<file path="config.mk">
export PLATFORM = sky130hd
export DESIGN_NAME = mole_round_controller_flat
export DESIGN_NICKNAME = d
export VERILOG_FILES = /design/src/rtl/mole_round_controller_if.sv /design/src/rtl/mole_round_controller.sv /design/src/flat_wrapper.sv
export SDC_FILE = /design/constraint.sdc
export NUM_CORES = 1
export LEC_CHECK = 0
export ABC_AREA = 1
export CAP_MARGIN = 0
export CORE_UTILIZATION = 35
export CTS_BUF_LIST = sky130_fd_sc_hd__clkbuf_4
export DETAILED_ROUTE_END_ITERATION = 16
export GPL_ROUTABILITY_DRIVEN = 0
export HOLD_SLACK_MARGIN = 0.03
export SKIP_LAST_GASP = 1
export SLEW_MARGIN = 20
export SYNTH_ARGS = -nofsm -noshare
export SYNTH_HDL_FRONTEND = slang
export SYNTH_SLANG_ARGS = --single-unit
</file>
<file path="constraint.sdc">
create_clock -name clk -period 2.7 [get_ports clk]
set_input_delay 0.54 -clock clk [delete_from_list [all_inputs] [get_ports clk]]
set_output_delay 0.54 -clock clk [all_outputs]
set_load 0.005 [all_outputs]
</file>
<file path="src/rtl/mole_round_controller_if.sv">
// Bundles the game-side signals of the round controller: start/press inputs from
// the button-detector bank and the mole, score and status outputs toward the
// LED and display drivers.
interface mole_round_controller_if #(
    parameter int NUM_HOLES = 4,
    parameter int SCORE_W   = 5
);
    logic                 start;
    logic [NUM_HOLES-1:0] hit;
    logic [NUM_HOLES-1:0] mole;
    logic [SCORE_W-1:0]   score;
    logic [SCORE_W-1:0]   misses;
    logic                 busy;
    logic                 done;

    // Drives start and presses, observes the round outputs.
    modport master (
        output start, hit,
        input  mole, score, misses, busy, done
    );

    // The round controller itself.
    modport slave (
        input  start, hit,
        output mole, score, misses, busy, done
    );
endinterface

</file>
<file path="src/rtl/mole_round_controller.sv">
// Whack-a-mole round sequencer. Picks a pseudo-random hole that never repeats
// the previous one, lights it for a fixed window, judges button pulses and
// keeps score/miss counts. All outputs come straight from registers.
module mole_round_controller #(
    parameter int NUM_HOLES       = 4,
    parameter int MOLE_CYCLES     = 50_000_000,
    parameter int GAP_CYCLES      = 12_500_000,
    parameter int MOLES_PER_ROUND = 16,
    parameter int SCORE_W         = 5
) (
    input  logic                    clk,
    input  logic                    rst,
    mole_round_controller_if.slave  bus
);
    localparam int HOLE_W  = $clog2(NUM_HOLES);
    localparam int CNT_W   = $clog2(MOLES_PER_ROUND + 1);
    localparam int MAX_CYC = (MOLE_CYCLES > GAP_CYCLES) ? MOLE_CYCLES : GAP_CYCLES;
    localparam int TMR_W   = $clog2(MAX_CYC);

    typedef enum logic [2:0] {
        ST_IDLE,
        ST_PICK,
        ST_SHOW,
        ST_GAP,
        ST_DONE
    } state_t;

    state_t               r_state;
    logic [7:0]           r_lfsr;
    logic [HOLE_W-1:0]    r_hole;      // current hole, doubles as "previous hole" for the next pick
    logic [TMR_W-1:0]     r_timer;     // counts down the SHOW window and the GAP
    logic [CNT_W-1:0]     r_mole_cnt;
    logic [NUM_HOLES-1:0] r_mole;
    logic [SCORE_W-1:0]   r_score;
    logic [SCORE_W-1:0]   r_misses;
    logic                 r_busy;
    logic                 r_done;

    logic                 w_lfsr_fb;
    logic [HOLE_W-1:0]    w_candidate;
    logic [HOLE_W-1:0]    w_pick;
    logic [NUM_HOLES-1:0] w_pick_onehot;
    logic [NUM_HOLES-1:0] w_hit_sel;
    logic                 w_hit_cur;
    logic                 w_any_press;
    logic [SCORE_W-1:0]   w_misses_inc;
    logic [CNT_W-1:0]     w_cnt_next;

    // x^8+x^6+x^5+x^4+1 Fibonacci feedback
    assign w_lfsr_fb    = r_lfsr[7] ^ r_lfsr[5] ^ r_lfsr[4] ^ r_lfsr[3];

    // Bump the candidate by one when it would repeat the last hole; the
    // power-of-two hole count makes the wrap free.
    assign w_candidate  = r_lfsr[HOLE_W-1:0];
    assign w_pick       = (w_candidate == r_hole) ? (w_candidate + HOLE_W'(1)) : w_candidate;

    genvar gi;
    generate
        for (gi = 0; gi < NUM_HOLES; gi++) begin : g_hole
            assign w_pick_onehot[gi] = (w_pick == HOLE_W'(gi));
            assign w_hit_sel[gi]     = bus.hit[gi] & (r_hole == HOLE_W'(gi));
        end
    endgenerate

    assign w_hit_cur    = |w_hit_sel;
    assign w_any_press  = |bus.hit;
    assign w_misses_inc = (&r_misses) ? r_misses : (r_misses + SCORE_W'(1));
    assign w_cnt_next   = r_mole_cnt + CNT_W'(1);

    // Round state machine with registered outputs; LFSR free-runs in every state
    always_ff @(posedge clk or negedge rst) begin
        if (!rst) begin
            r_state    <= ST_IDLE;
            r_lfsr     <= 8'hA5;
            r_hole     <= '0;
            r_timer    <= '0;
            r_mole_cnt <= '0;
            r_mole     <= '0;
            r_score    <= '0;
            r_misses   <= '0;
            r_busy     <= 1'b0;
            r_done     <= 1'b0;
        end else begin
            r_lfsr <= {r_lfsr[6:0], w_lfsr_fb};
            r_done <= 1'b0;
            case (r_state)
                ST_IDLE: begin
                    if (bus.start) begin
                        r_score    <= '0;
                        r_misses   <= '0;
                        r_mole_cnt <= '0;
                        r_busy     <= 1'b1;
                        r_state    <= ST_PICK;
                    end
                end
                ST_PICK: begin
                    r_hole  <= w_pick;
                    r_mole  <= w_pick_onehot;
                    r_timer <= TMR_W'(MOLE_CYCLES - 1);
                    r_state <= ST_SHOW;
                end
                ST_SHOW: begin
                    if (w_hit_cur) begin
                        // Correct hole wins even in the expiry cycle; extra bits are ignored
                        r_score <= r_score + SCORE_W'(1);
                        r_mole  <= '0;
                        r_timer <= TMR_W'(GAP_CYCLES - 1);
                        r_state <= ST_GAP;
                    end else if (r_timer == '0) begin
                        // Window over; a stray press in this same cycle folds into the one miss
                        r_misses <= w_misses_inc;
                        r_mole   <= '0;
                        r_timer  <= TMR_W'(GAP_CYCLES - 1);
                        r_state  <= ST_GAP;
                    end else begin
                        if (w_any_press) begin
                            r_misses <= w_misses_inc;
                        end
                        r_timer <= r_timer - TMR_W'(1);
                    end
                end
                ST_GAP: begin
                    if (r_timer == '0) begin
                        r_mole_cnt <= w_cnt_next;
                        if (w_cnt_next == CNT_W'(MOLES_PER_ROUND)) begin
                            r_done  <= 1'b1;
                            r_state <= ST_DONE;
                        end else begin
                            r_state <= ST_PICK;
                        end
                    end else begin
                        r_timer <= r_timer - TMR_W'(1);
                    end
                end
                ST_DONE: begin
                    r_busy  <= 1'b0;
                    r_state <= ST_IDLE;
                end
                default: begin
                    r_busy  <= 1'b0;
                    r_state <= ST_IDLE;
                end
            endcase
        end
    end

    assign bus.mole   = r_mole;
    assign bus.score  = r_score;
    assign bus.misses = r_misses;
    assign bus.busy   = r_busy;
    assign bus.done   = r_done;
endmodule

</file>
<file path="src/flat_wrapper.sv">
// flat-port wrapper written by rule: the top's interface ports become plain ports
module mole_round_controller_flat 
#(
    parameter int NUM_HOLES       = 4,
    parameter int MOLE_CYCLES     = 50_000_000,
    parameter int GAP_CYCLES      = 12_500_000,
    parameter int MOLES_PER_ROUND = 16,
    parameter int SCORE_W         = 5
)
  (clk, rst, bus_start, bus_hit, bus_mole, bus_score, bus_misses, bus_busy, bus_done);
  mole_round_controller_if #(.NUM_HOLES(NUM_HOLES), .SCORE_W(SCORE_W)) bus_i ();
  input  logic clk;
  input  logic rst;
  input wire logic [$bits(bus_i.start)-1:0] bus_start;
  input wire logic [$bits(bus_i.hit)-1:0] bus_hit;
  output wire logic [$bits(bus_i.mole)-1:0] bus_mole;
  output wire logic [$bits(bus_i.score)-1:0] bus_score;
  output wire logic [$bits(bus_i.misses)-1:0] bus_misses;
  output wire logic [$bits(bus_i.busy)-1:0] bus_busy;
  output wire logic [$bits(bus_i.done)-1:0] bus_done;
  assign bus_i.start = bus_start;
  assign bus_i.hit = bus_hit;
  assign bus_mole = bus_i.mole;
  assign bus_score = bus_i.score;
  assign bus_misses = bus_i.misses;
  assign bus_busy = bus_i.busy;
  assign bus_done = bus_i.done;
  mole_round_controller #(.NUM_HOLES(NUM_HOLES), .MOLE_CYCLES(MOLE_CYCLES), .GAP_CYCLES(GAP_CYCLES), .MOLES_PER_ROUND(MOLES_PER_ROUND), .SCORE_W(SCORE_W)) u_core (.clk(clk), .rst(rst), .bus(bus_i));
endmodule
</file>
# Word-level counts from Yosys, hierarchy flattened
# Index checks and enable logic that the tools add are counted.
# Widths: inputs -> output; s select.
dict set report word_totals {
  input_bits 7
  output_inout_bits 16
  elab_cells 89
  register_bits 60
}
dict set report classes {
  bitwise 8
  n_reduce_logical 19
  muxes 29
  n_addsub 5
  n_eq_ne 18
}
# op n
set op_table {}
lappend op_table {{$mux 26} 3}
lappend op_table {{$pmux 26 s3} 1}
lappend op_table {{$mux 5} 7}
lappend op_table {{$pmux 5 s2} 3}
lappend op_table {{$logic_not 26->1} 1}
lappend op_table {{$sub 26x1->26 const B} 1}
lappend op_table {{$add 5x1->5 const B} 3}
lappend op_table {{$mux 3} 5}
lappend op_table {{$pmux 3 s4} 1}
lappend op_table {{$reduce_and 3->1} 3}
lappend op_table {{$eq 2x2->1 const B} 4}
lappend op_table {{$mux 4} 2}
lappend op_table {{$pmux 4 s2} 1}
lappend op_table {{$reduce_or 4->1} 2}
lappend op_table {{$eq 3x2->1 const B} 2}
lappend op_table {{$ne 2x2->1 const B} 3}
lappend op_table {{$ne 3x1->1 const B} 2}
lappend op_table {{$reduce_and 2->1} 3}
lappend op_table {{$reduce_bool 2->1} 3}
lappend op_table {{$eq 5x5->1 const B} 1}
lappend op_table {{$reduce_and 5->1} 1}
lappend op_table {{$and 1x1->1} 4}
lappend op_table {{$eq 2x1->1 const B} 2}
lappend op_table {{$logic_not 2->1} 2}
lappend op_table {{13 further kinds} 19}

# Logic depth before layout (Yosys ltp)
# Gate-level depths: netlist (run 1).
dict set report logic_depth {
  word_depth 6
  depth_mapped 11
  ltp_nobuf 11
}

# Worst setup path after synthesis (run 1)
# OpenSTA, ideal clock, no wires.
dict set report synth_timing {
  kind {register to register}
  startpoint {reg u_core.r_timer[0]}
  endpoint {reg u_core.r_mole[1] (netlist: u_core.bus.mole[1])}
  setup_ns 0.118
  path_buffers 1
  slack_ns 0.975
  arrival_ns 1.607
  t_required_ns 2.582
  stages_incl_launch_ff 11
  synth_period_minus_slack_ns 1.725
  path_cell_list {dfrtp_1 > inv_1 > ha_1 > nand3_1 > nor2_1 > nand4_1 > nand3_2 > nand2_2 > buf_6 > nand2_1 > o21ai_2}
}
dict set report synth_via {
  elab_chain_cells 3
}
# item line_no
set synth_lines {}
lappend synth_lines {{from (decl)} mole_round_controller.sv:31} ;# logic [TMR_W-1:0] r_timer;
lappend synth_lines {{from (signal assigned)} mole_round_controller.sv:99} ;# r_timer <= TMR_W'(MOLE_CYCLES - 1);
lappend synth_lines {{from (signal assigned)} mole_round_controller.sv:107} ;# r_timer <= TMR_W'(GAP_CYCLES - 1);
lappend synth_lines {{from (signal assigned)} mole_round_controller.sv:113} ;# r_timer <= TMR_W'(GAP_CYCLES - 1);
lappend synth_lines {{$logic_not 26->1} mole_round_controller.sv:109} ;# end else if (r_timer == '0) begin
lappend synth_lines {{$ne 3x1->1 (no line)} -}
lappend synth_lines {{$reduce_and 2->1 (no line)} -}
lappend synth_lines {{to (signal assigned)} mole_round_controller.sv:98} ;# r_mole <= w_pick_onehot;
lappend synth_lines {{to (decl)} mole_round_controller.sv:33} ;# logic [NUM_HOLES-1:0] r_mole;
# No other way between the ends.
# A chain may end at the register's enable or synchronous reset.

# Worst setup path in the final report (run 1)
dict set report layout_timing {
  startpoint {reg u_core.r_timer[0]}
  endpoint {reg u_core.r_mole[3] (netlist: u_core.bus.mole[3])}
}
# Same word-level chain as after synthesis.

==> qor.csv, run 1 <==
metric,value,unit
worst_setup_path_start_kind,register,
cts_tree,built,
ios,23,
cts_buffers,9,
wl_per_cell,12.4,um
ys_seq_area_share,42.9,%
max_freq,425,MHz
finalSetupTns,0,ns
synthCells,462,
ys_seq_elements,60,
area_delta_synth_final,12.8,%
arrival,2.65,ns
drt_iter0_drc,144,
place_ws,0.330,ns
hold_buffers,0,
critPathKind,register to register,
ant_nets,0,
period_needed,2.35,ns
first_global_vias,2937,
crit_path_start,u_core.r_timer[0]$_DFFE_PN0P_,
hold_viol_final,0,
r2r_start,u_core.r_timer[0]$_DFFE_PN0P_,
p_leak,1.88,nW
hpwl,5600,um
worstSetupPathDepth,9,
avgSynthCellArea,7.60,sq um
cap_violations,0,
crit_path_end,u_core.bus.mole[3]$_DFFE_PN0P_,
die_w,102,um
worst_slack,0.348,ns
portBuffers,22,
grt_max_degree,61,
cts_root_buffer,clkbuf_4,
die_height,102,um
finClkSkew,0.0133,ns
slew-limit-headroom,48.5,%
finalSetupViolCount,0,
clk_pin_slew,0.10,ns
final_max_slew_viol_count,0,
r2r_setup_slack,0.35,ns
p_per_area,538,mW/mm^2
rsz0062_at_grt,no,
dieArea,0.0104,sq mm
core_area,0.00973,sq mm
slowest_delay,0.39,ns
grt_pass1_wl,13700,um
cts_buffer_depth,2,
postCtsSetupRepairBufs,0,
crit_family,simple AND/OR/NAND/NOR gates,
vias,3026,
antenna_found_initial,0,
drt_first_pass_iters,4,
start_util,36.1,%
rows,36,
insertion_delay,0.42,ns
cts_num_sinks,60,
required,3.00,ns
cp_cell_sequence,inv_1 -> ha_1 -> nand3_1 -> nor2_1 -> nand4_1 -> nand3_2 -> nand2_2 -> nand2_1 -> o21ai_2,
vdd_ir_drop_max,0.000290,V
htree_levels,3,
max_slew.worst_pin.slew,0.772,ns
via_per_inst,4.82,
overflow,0,
yosys_warnings,0,
crit_slowest_cell,dfrtp_1,
grtUsageTotal,17.1,%
route.detailed.drc,0,
outcome,completed,
drive_gt1_share,10.7,%
period_share,87.1,%
netlist_area,0.00351,sq mm
synth_fp_nets,475,
path_max_fanout,21,
crit_buf_inv,1,
r2r-end,u_core.bus.mole[3]$_DFFE_PN0P_,
rr_worst_depth,9,
nets,503,
synth_cell_type_count,35,
wl,7790,um
n_antenna_cell,0,
cts_resized,0,
end_kind,register,
worstHoldPathType,input port to asynchronous set/reset pin,
worst min-delay path by stage:
stage / to / start
3_5_place_dp: u_core.r_lfsr[7]$_DFF_PN1_ / u_core.r_lfsr[6]$_DFF_PN0_
3_3_place_gp: u_core.r_lfsr[7]$_DFF_PN1_ / u_core.r_lfsr[6]$_DFF_PN0_
2_1_floorplan: u_core.bus.busy$_DFFE_PN0P_ / rst
6_report: u_core.bus.mole[1]$_DFFE_PN0P_ / rst
4_1_cts: u_core.r_timer[21]$_DFFE_PN0P_ / rst
5_1_grt: u_core.r_timer[17]$_DFFE_PN0P_ / rst
metal layers:
layer / part of all wire, % / GRT usage [%]
met2: 46 / 27.7
met5: 0 / 0
met1: 49 / 22.6
met3: 3.6 / 3.97
met4: 1.3 / 5.27
where the power goes:
group / switching (mW) / internal (mW) / leakage (nW)
clock network: 0.348 / 0.204 / 0.0603
logic: 0.277 / 0.180 / 1.12
registers: 0.118 / 1.00 / 0.700
total: 0.744 / 1.39 / 1.88
cell type report:
cell class	instances	area [sq um]
repair buffers	24	230
clock buffers	11	82.6
inverters	55	211
fillers	1037	5770
well taps	133	166
flip-flops and latches	60	1510
clock inverters	5	28.8
multi-input cells	340	1730
stage by stage:
stage / instances / power (mW) / hold WS [ns] / util, % / instance area, sq um
2_1_floorplan: 462 / 1.44 / 0.244 / - / 3510
3_3_place_gp: 612 / 1.58 / 0.340 / 39.5 / 3850
3_5_place_dp: 612 / 1.59 / 0.341 / 39.5 / 3850
4_1_cts: 628 / 2.16 / 0.288 / 40.7 / 3960
5_1_grt: 628 / 2.28 / 0.329 / 40.7 / 3960
6_report: 628 / 2.13 / 0.270 / 40.7 / 3960
synthesized netlist by cell type, drive strengths merged:
master | n | share of area (%)
nand2 | 131 | 15
nor2 | 73 | 9.2
dfrtp | 56 | 40
inv | 55 | 6.0
nand3 | 46 | 6.8
o21ai | 23 | 3.8
nand4 | 16 | 2.9
xor2 | 13 | 3.2
a21oi | 11 | 2.0
buf | 6 | 1.6
ha | 6 | 2.1
xnor2 | 6 | 1.5
dfstp | 4 | 3.0
nor3 | 4 | 0.71
o31ai | 3 | 0.64
nand3b | 2 | 0.43
nor4 | 2 | 0.36
clkbuf | 1 | 0.11
nor3b | 1 | 0.21
o211ai | 1 | 0.21
o21bai | 1 | 0.21
or2 | 1 | 0.18
cell usage in the layout (no fill, tap or decap), types with 3 or more instances in the layout:
cell type,Yosys,routed
o21ai_2,5,5
o21ai_0,14,14
clkbuf_4,0,11
dfstp_2,4,4
dfrtp_1,56,56
o31ai_1,3,3
nor2_1,64,64
xor2_1,13,13
o21ai_1,4,4
xnor2_1,6,6
clkdlybuf4s50_1,0,21
nand3_1,44,44
nor2_4,5,5
inv_1,50,50
nand2_4,3,3
nand4_1,16,16
ha_1,6,6
nor3_1,3,3
inv_2,4,4
nor2_2,4,4
nand2_1,125,125
nand2_2,3,3
a21oi_1,9,9
cells by family after synthesis:
logic type / share of synthesized area [%]
adders and majority gates: 2.14
DFF: 42.9
buffers and inverters: 7.70
AOI/OAI and AO/OA: 6.88
xor gates and xnor gates: 4.74
and+or+nand+nor: 35.6
sequential cells by signal, summed over array words and instances, names as in the netlist:
name               count
u_core.r_hole          2
u_core.bus.busy        1
u_core.bus.mole        4
u_core.r_state         3
u_core.bus.done        1
u_core.r_mole_cnt      5
u_core.bus.misses      5
u_core.r_timer        26
u_core.r_lfsr          8
u_core.bus.score       5
(Power assumes the default switching activity.)
==> inputs of run 2 (changes only) <==
Settings changed: CTS_CLUSTER_DIAMETER set to 60.
Clock period 2.7 ns to 2.9 ns, I/O delays scaled along.
==> run 2 against run 1 <==
Critical path depth is the same. Setup slack better by 0.25 ns. Non-clock buffer count grew 1. Cell count increased by 0.16%. Global-route usage fell by 0.21 points. Critical path type unchanged.
==> qor.csv, run 2 (synthesis gave the netlist of run 1 again) <==
metric,value,unit,change
outcome,completed,,
multi_input_area,0.00173,sq mm,unchanged
final_cell_mix,"nand2_1, nor2_1, dfrtp_1, inv_1, nand3_1",,
overflow,0,,unchanged
total_power,2.25,mW,+5.9%
p_leak,1.92,nW,+2.1%
grtUsageTotal,16.9,%,-0.21 points
rows,36,,unchanged
path_max_fanout,21,,unchanged
top_register,u_core.r_timer,,
period_share,79.3,%,-7.8 points
hold-worst-slack,0.302,ns,+0.0325 ns
slowest_delay,0.39,ns,about the same
largest_registers,"u_core.r_timer x26, u_core.r_lfsr x8",,
ant_nets,0,,unchanged
grt_util_met2,27.1,%,-0.62 points
required,3.21,ns,+0.21 ns
core_area,0.00973,sq mm,unchanged
slew-limit-headroom,48.1,%,-0.46 points
rsz0062_at_grt,no,,
postCtsSetupRepairBufs,0,,unchanged
wl_per_cell,12.4,um,+0.16%
crit_path_start,u_core.r_timer[0]$_DFFE_PN0P_,,
grt-busiest-layer,met2,,
nets,504,,+0.20%
cap_violations,0,,unchanged
finalSetupTns,0,ns,unchanged
max_slew.worst_pin.slew,0.779,ns,+0.00685 ns
cts_buffer_depth,2,,unchanged
die_w,102,um,unchanged
crit_path_end,u_core.bus.mole[2]$_DFFE_PN0P_,,
die_height,102,um,unchanged
route.detailed.drc,0,,unchanged
htree_levels,3,,unchanged
hpwl,5540,um,-1.1%
area_delta_synth_final,15.0,%,
grt_pass1_wl,13500,um,-1.5%
fin_util,41.5,%,+0.81 points
start_util,36.1,%,unchanged
drt_iter0_drc,190,,+32%
worstHoldPathType,input port to asynchronous set/reset pin,,
crit_slowest_cell,dfrtp_1,,
rr_worst_depth,9,,unchanged
cts_num_sinks,60,,unchanged
wl,7820,um,+0.32%
cts_tree,built,,
cts_buffers,9,,unchanged
r2r-end,u_core.bus.mole[2]$_DFFE_PN0P_,,
p_per_area,558,mW/mm^2,+3.8%
drt_first_pass_iters,4,,unchanged
finalSetupViolCount,0,,unchanged
gr-usage-met3,3.42,%,-0.55 points
arrival,2.61,ns,-0.04 ns
portBuffers,22,,unchanged
insertion_delay,0.41,ns,about the same
period_needed,2.30,ns,-0.0526 ns
first_global_vias,2850,,-3.0%
final_max_slew_viol_count,0,,unchanged
finClkSkew,0.0128,ns,-0.000457 ns
critPathKind,register to register,,
cts_resized,0,,unchanged
max_freq,435,MHz,+2.3%
r2r_start,u_core.r_timer[0]$_DFFE_PN0P_,,
hold_buffers,0,,unchanged
worst_setup_path_start_kind,register,,
ios,23,,unchanged
register_area,0.00151,sq mm,unchanged
fillers,1034,,-0.29%
cp_cell_sequence,inv_1 -> ha_1 -> nand3_1 -> nor2_1 -> nand4_1 -> nand3_2 -> nand2_2 -> nand2_1 -> o21ai_2,,
drive_gt1_share,10.9,%,+0.18 points
vias,2992,,-1.1%
largest_register_ffs,26,,unchanged
cts_root_buffer,clkbuf_4,,
dieArea,0.0104,sq mm,unchanged
final_common_cell,nand2_1,,
end_kind,register,,
antenna_found_initial,0,,unchanged
hold_viol_final,0,,unchanged
via_per_inst,4.76,,-1.3%
clk_pin_slew,0.12,ns,+0.02 ns
vdd_ir_drop_max,0.000274,V,-5.6%
r2r_setup_slack,0.60,ns,+0.25 ns
grt_max_degree,61,,unchanged
n_antenna_cell,0,,unchanged
grtUsageMet1,22.3,%,-0.36 points
[run 2: area by class of cell]
type | instances | share of cell area, %
repair buffers | 25 | 5.89
clock buffers | 9 | 1.67
clock inverters | 7 | 2.85
inverters | 55 | 5.24
flip-flops and latches | 60 | 37.3
multi-input cells | 340 | 42.9
well taps | 133 | 4.12
[run 2: worst max-delay path: cells and delay by family (launching register included)]
kind                     cells  cell delay, ns
AND/OR/NAND/NOR              6            1.35
flip-flops                   1            0.39
adder cells (fa/ha/maj)      1            0.24
buffers and inverters        1            0.13
AO/OA/AOI/OAI                1            0.06
[run 2: worst min path at each step]
stage,startpoint,end,slack (ns)
final,rst,u_core.r_lfsr[4]$_DFF_PN0_,0.30
after detailed placement,u_core.r_lfsr[6]$_DFF_PN0_,u_core.r_lfsr[7]$_DFF_PN1_,0.34
after floorplan,rst,u_core.bus.busy$_DFFE_PN0P_,0.28
after global placement,u_core.r_lfsr[6]$_DFF_PN0_,u_core.r_lfsr[7]$_DFF_PN1_,0.34
after CTS,rst,u_core.r_lfsr[4]$_DFF_PN0_,0.33
after global routing,rst,u_core.r_lfsr[4]$_DFF_PN0_,0.37
[run 2: per-stage QoR]
stage	cell area [sq um]	worst slack, ns	std cells
global placement	3850	0.694	613
CTS	4040	0.553	629
global route	4040	0.360	629
floorplan	3510	1.17	462
finish	4040	0.601	629
detailed placement	3850	0.586	613
[run 2: layer usage]
metal,up-vias,routed length (um)
li1,1542,-
met3,15,300
met4,0,154
met1,1380,3700
met2,55,3660
met5,-,0
[run 2: where the power goes]
group / switching (mW) / internal, mW / total [mW]
registers: 0.109 / 0.933 / 1.04
clock network: 0.344 / 0.433 / 0.778
logic: 0.262 / 0.173 / 0.436
==> inputs of run 3 (changes only) <==
Clock period 2.9 ns to 1.9 ns, I/O delays scaled along.
==> run 3 against run 2 <==
First-iteration DRC count is 17% higher. Register-to-register slack worse by 0.50 ns. Sequential share of layout area is 4.3 points lower. Critical path depth is 8 lower. Power is 62% higher. Die area stayed put. Non-clock buffer count is 49 higher. Clock skew is 0.0085 ns higher. Highest routed layer unchanged.
==> qor.csv, run 3 (synthesis gave the netlist of run 1 again) <==
metric,value,unit,change
fillers,968,,-6.4%
worstHoldPathType,register to register,,
rsz0062_at_grt,yes,,
cap_violations,0,,unchanged
final_common_cell,nand2_1,,
r2r-end,u_core.r_timer[14]$_DFFE_PN0P_,,
min-delay-start,u_core.r_lfsr[6]$_DFF_PN0_,,
p_per_area,800,mW/mm^2,+43%
finalSetupTns,0,ns,unchanged
route.detailed.drc,0,,unchanged
die_w,102,um,unchanged
vias,3257,,+8.9%
period_share,94.7,%,
hpwl,6450,um,+16%
wl,9090,um,+16%
hold_depth,0,,
area_delta_synth_final,30.1,%,
hold_end,u_core.r_lfsr[7]$_DFF_PN1_,,
slew-limit-headroom,68.3,%,+20 points
finClkSkew,0.0214,ns,+0.00851 ns
cp_cell_sequence,clkdlybuf4s50_1,,
n_antenna_cell,0,,unchanged
hold_viol_final,0,,unchanged
place_ws,-0.178,ns,-0.764 ns
rows,36,,unchanged
r2r_start,u_core.r_timer[0]$_DFFE_PN0P_,,
path_max_fanout,5,,-76%
drive_gt1_share,21.8,%,+11 points
critPathKind,register to primary output,,
final_cell_mix,"nand2_1, nor2_1, dfrtp_1, inv_1, buf_4",,
largest_register_ffs,26,,unchanged
nets,554,,+9.9%
largest_registers,"u_core.r_timer x26, u_core.r_lfsr x8",,
fin_util,46.9,%,+5.4 points
end_kind,primary output,,
top_register,u_core.r_timer,,
core_area,0.00973,sq mm,unchanged
antenna_found_initial,0,,unchanged
crit_family,buffers and inverters,,
outcome,completed,,
required,1.52,ns,-1.69 ns
dieArea,0.0104,sq mm,unchanged
overflow,0,,unchanged
crit_buf_inv,1,,unchanged
finalSetupViolCount,0,,unchanged
cts_buffer_depth,2,,unchanged
max_slew.worst_pin.slew,0.474,ns,-0.305 ns
p_leak,2.18,nW,+14%
cts_tree,built,,
total_power,3.65,mW,+62%
htree_levels,3,,unchanged
cts_root_buffer,clkbuf_4,,
drt_iter0_drc,223,,+17%
via_per_inst,4.80,,+0.84%
ios,23,,unchanged
rr_worst_depth,10,,+1
grt_max_degree,26,,-57%
slowest_delay,0.54,ns,+0.15 ns
grt_pass1_wl,15200,um,+12%
ant_nets,0,,unchanged
insertion_delay,0.43,ns,+0.02 ns
clk_pin_slew,0.12,ns,about the same
vdd_ir_drop_max,0.000403,V,+47%
r2r_setup_slack,0.10,ns,-0.50 ns
cts_num_sinks,60,,unchanged
die_height,102,um,unchanged
crit_slowest_cell,clkdlybuf4s50_1,,
max_freq,556,MHz,
first_global_vias,3166,,+11%
period_needed,1.80,ns,
wl_per_cell,13.4,um,+7.7%
drt_first_pass_iters,4,,unchanged
worst_setup_path_start_kind,register,,
grtUsageTotal,19.0,%,+2.1 points
portBuffers,22,,unchanged
start_util,36.1,%,unchanged
cts_buffers,9,,unchanged
worst_slack,0.100,ns,-0.501 ns
arrival,1.42,ns,-1.19 ns
final_max_slew_viol_count,0,,unchanged
## run 3: report_power, final
| part | internal, mW | leakage, nW | switching, mW | total [mW] |
|---|---|---|---|---|
| combinational | 0.399 | 1.38 | 0.521 | 0.920 |
| clock | 0.673 | 0.0978 | 0.507 | 1.18 |
| sequential | 1.42 | 0.700 | 0.128 | 1.55 |
| total | 2.50 | 2.18 | 1.16 | 3.65 |
## run 3: cell type report
cell class / count / area (sq um) / area share, %
Timing Repair Buffer: 74 / 662 / 14.5
Inverter: 55 / 211 / 4.63
Tap cell: 133 / 166 / 3.64
Sequential cell: 60 / 1510 / 33.0
Clock inverter: 6 / 104 / 2.27
Clock buffer: 10 / 75.1 / 1.64
Multi-Input combinational cell: 341 / 1840 / 40.3
## run 3: worst max path at each step
stage	start	cells past startpoint	slack, ns	to
finish	u_core.bus.score[2]$_DFFE_PN0P_	1	0.10	bus_score[2]
global route	u_core.r_timer[0]$_DFFE_PN0P_	10	-0.01	u_core.r_timer[23]$_DFFE_PN0P_
CTS	u_core.r_timer[0]$_DFFE_PN0P_	11	-0.006	u_core.bus.mole[1]$_DFFE_PN0P_
detailed placement	bus_hit[1]	9	-0.18	u_core.r_timer[21]$_DFFE_PN0P_
global placement	bus_hit[3]	9	-0.17	u_core.r_timer[21]$_DFFE_PN0P_
floorplan	u_core.r_timer[0]$_DFFE_PN0P_	10	0.17	u_core.bus.mole[1]$_DFFE_PN0P_
## run 3: stage by stage
step           hold slack (ns)  area (sq um)  std cells
5_1_grt                  0.386          4570        679
3_5_place_dp             0.340          4220        655
3_3_place_gp             0.339          4220        655
6_report                 0.366          4570        679
4_1_cts                  0.375          4440        675
2_1_floorplan           0.0844          3510        462
## run 3: routing by layer
layer | global-route usage, % | up-vias | part of all wire, %
li1 | - | 1644 | -
met1 | 26.7 | 1546 | 49
met3 | 3.83 | 12 | 4.1
met2 | 28.3 | 55 | 46
met4 | 8.02 | 0 | 1.6
met5 | 0 | - | 0
## run 3: what timing repair did
action                                  in CTS  in global routing
hold buffers                                 1                  0
gates cloned                                 1                  0
pin swaps                                    5                  7
gates resized for setup                      3                 23
buffers inserted                             2                  4
hold endpoints to repair                    14                  0
endpoints found under the setup margin      30                 40
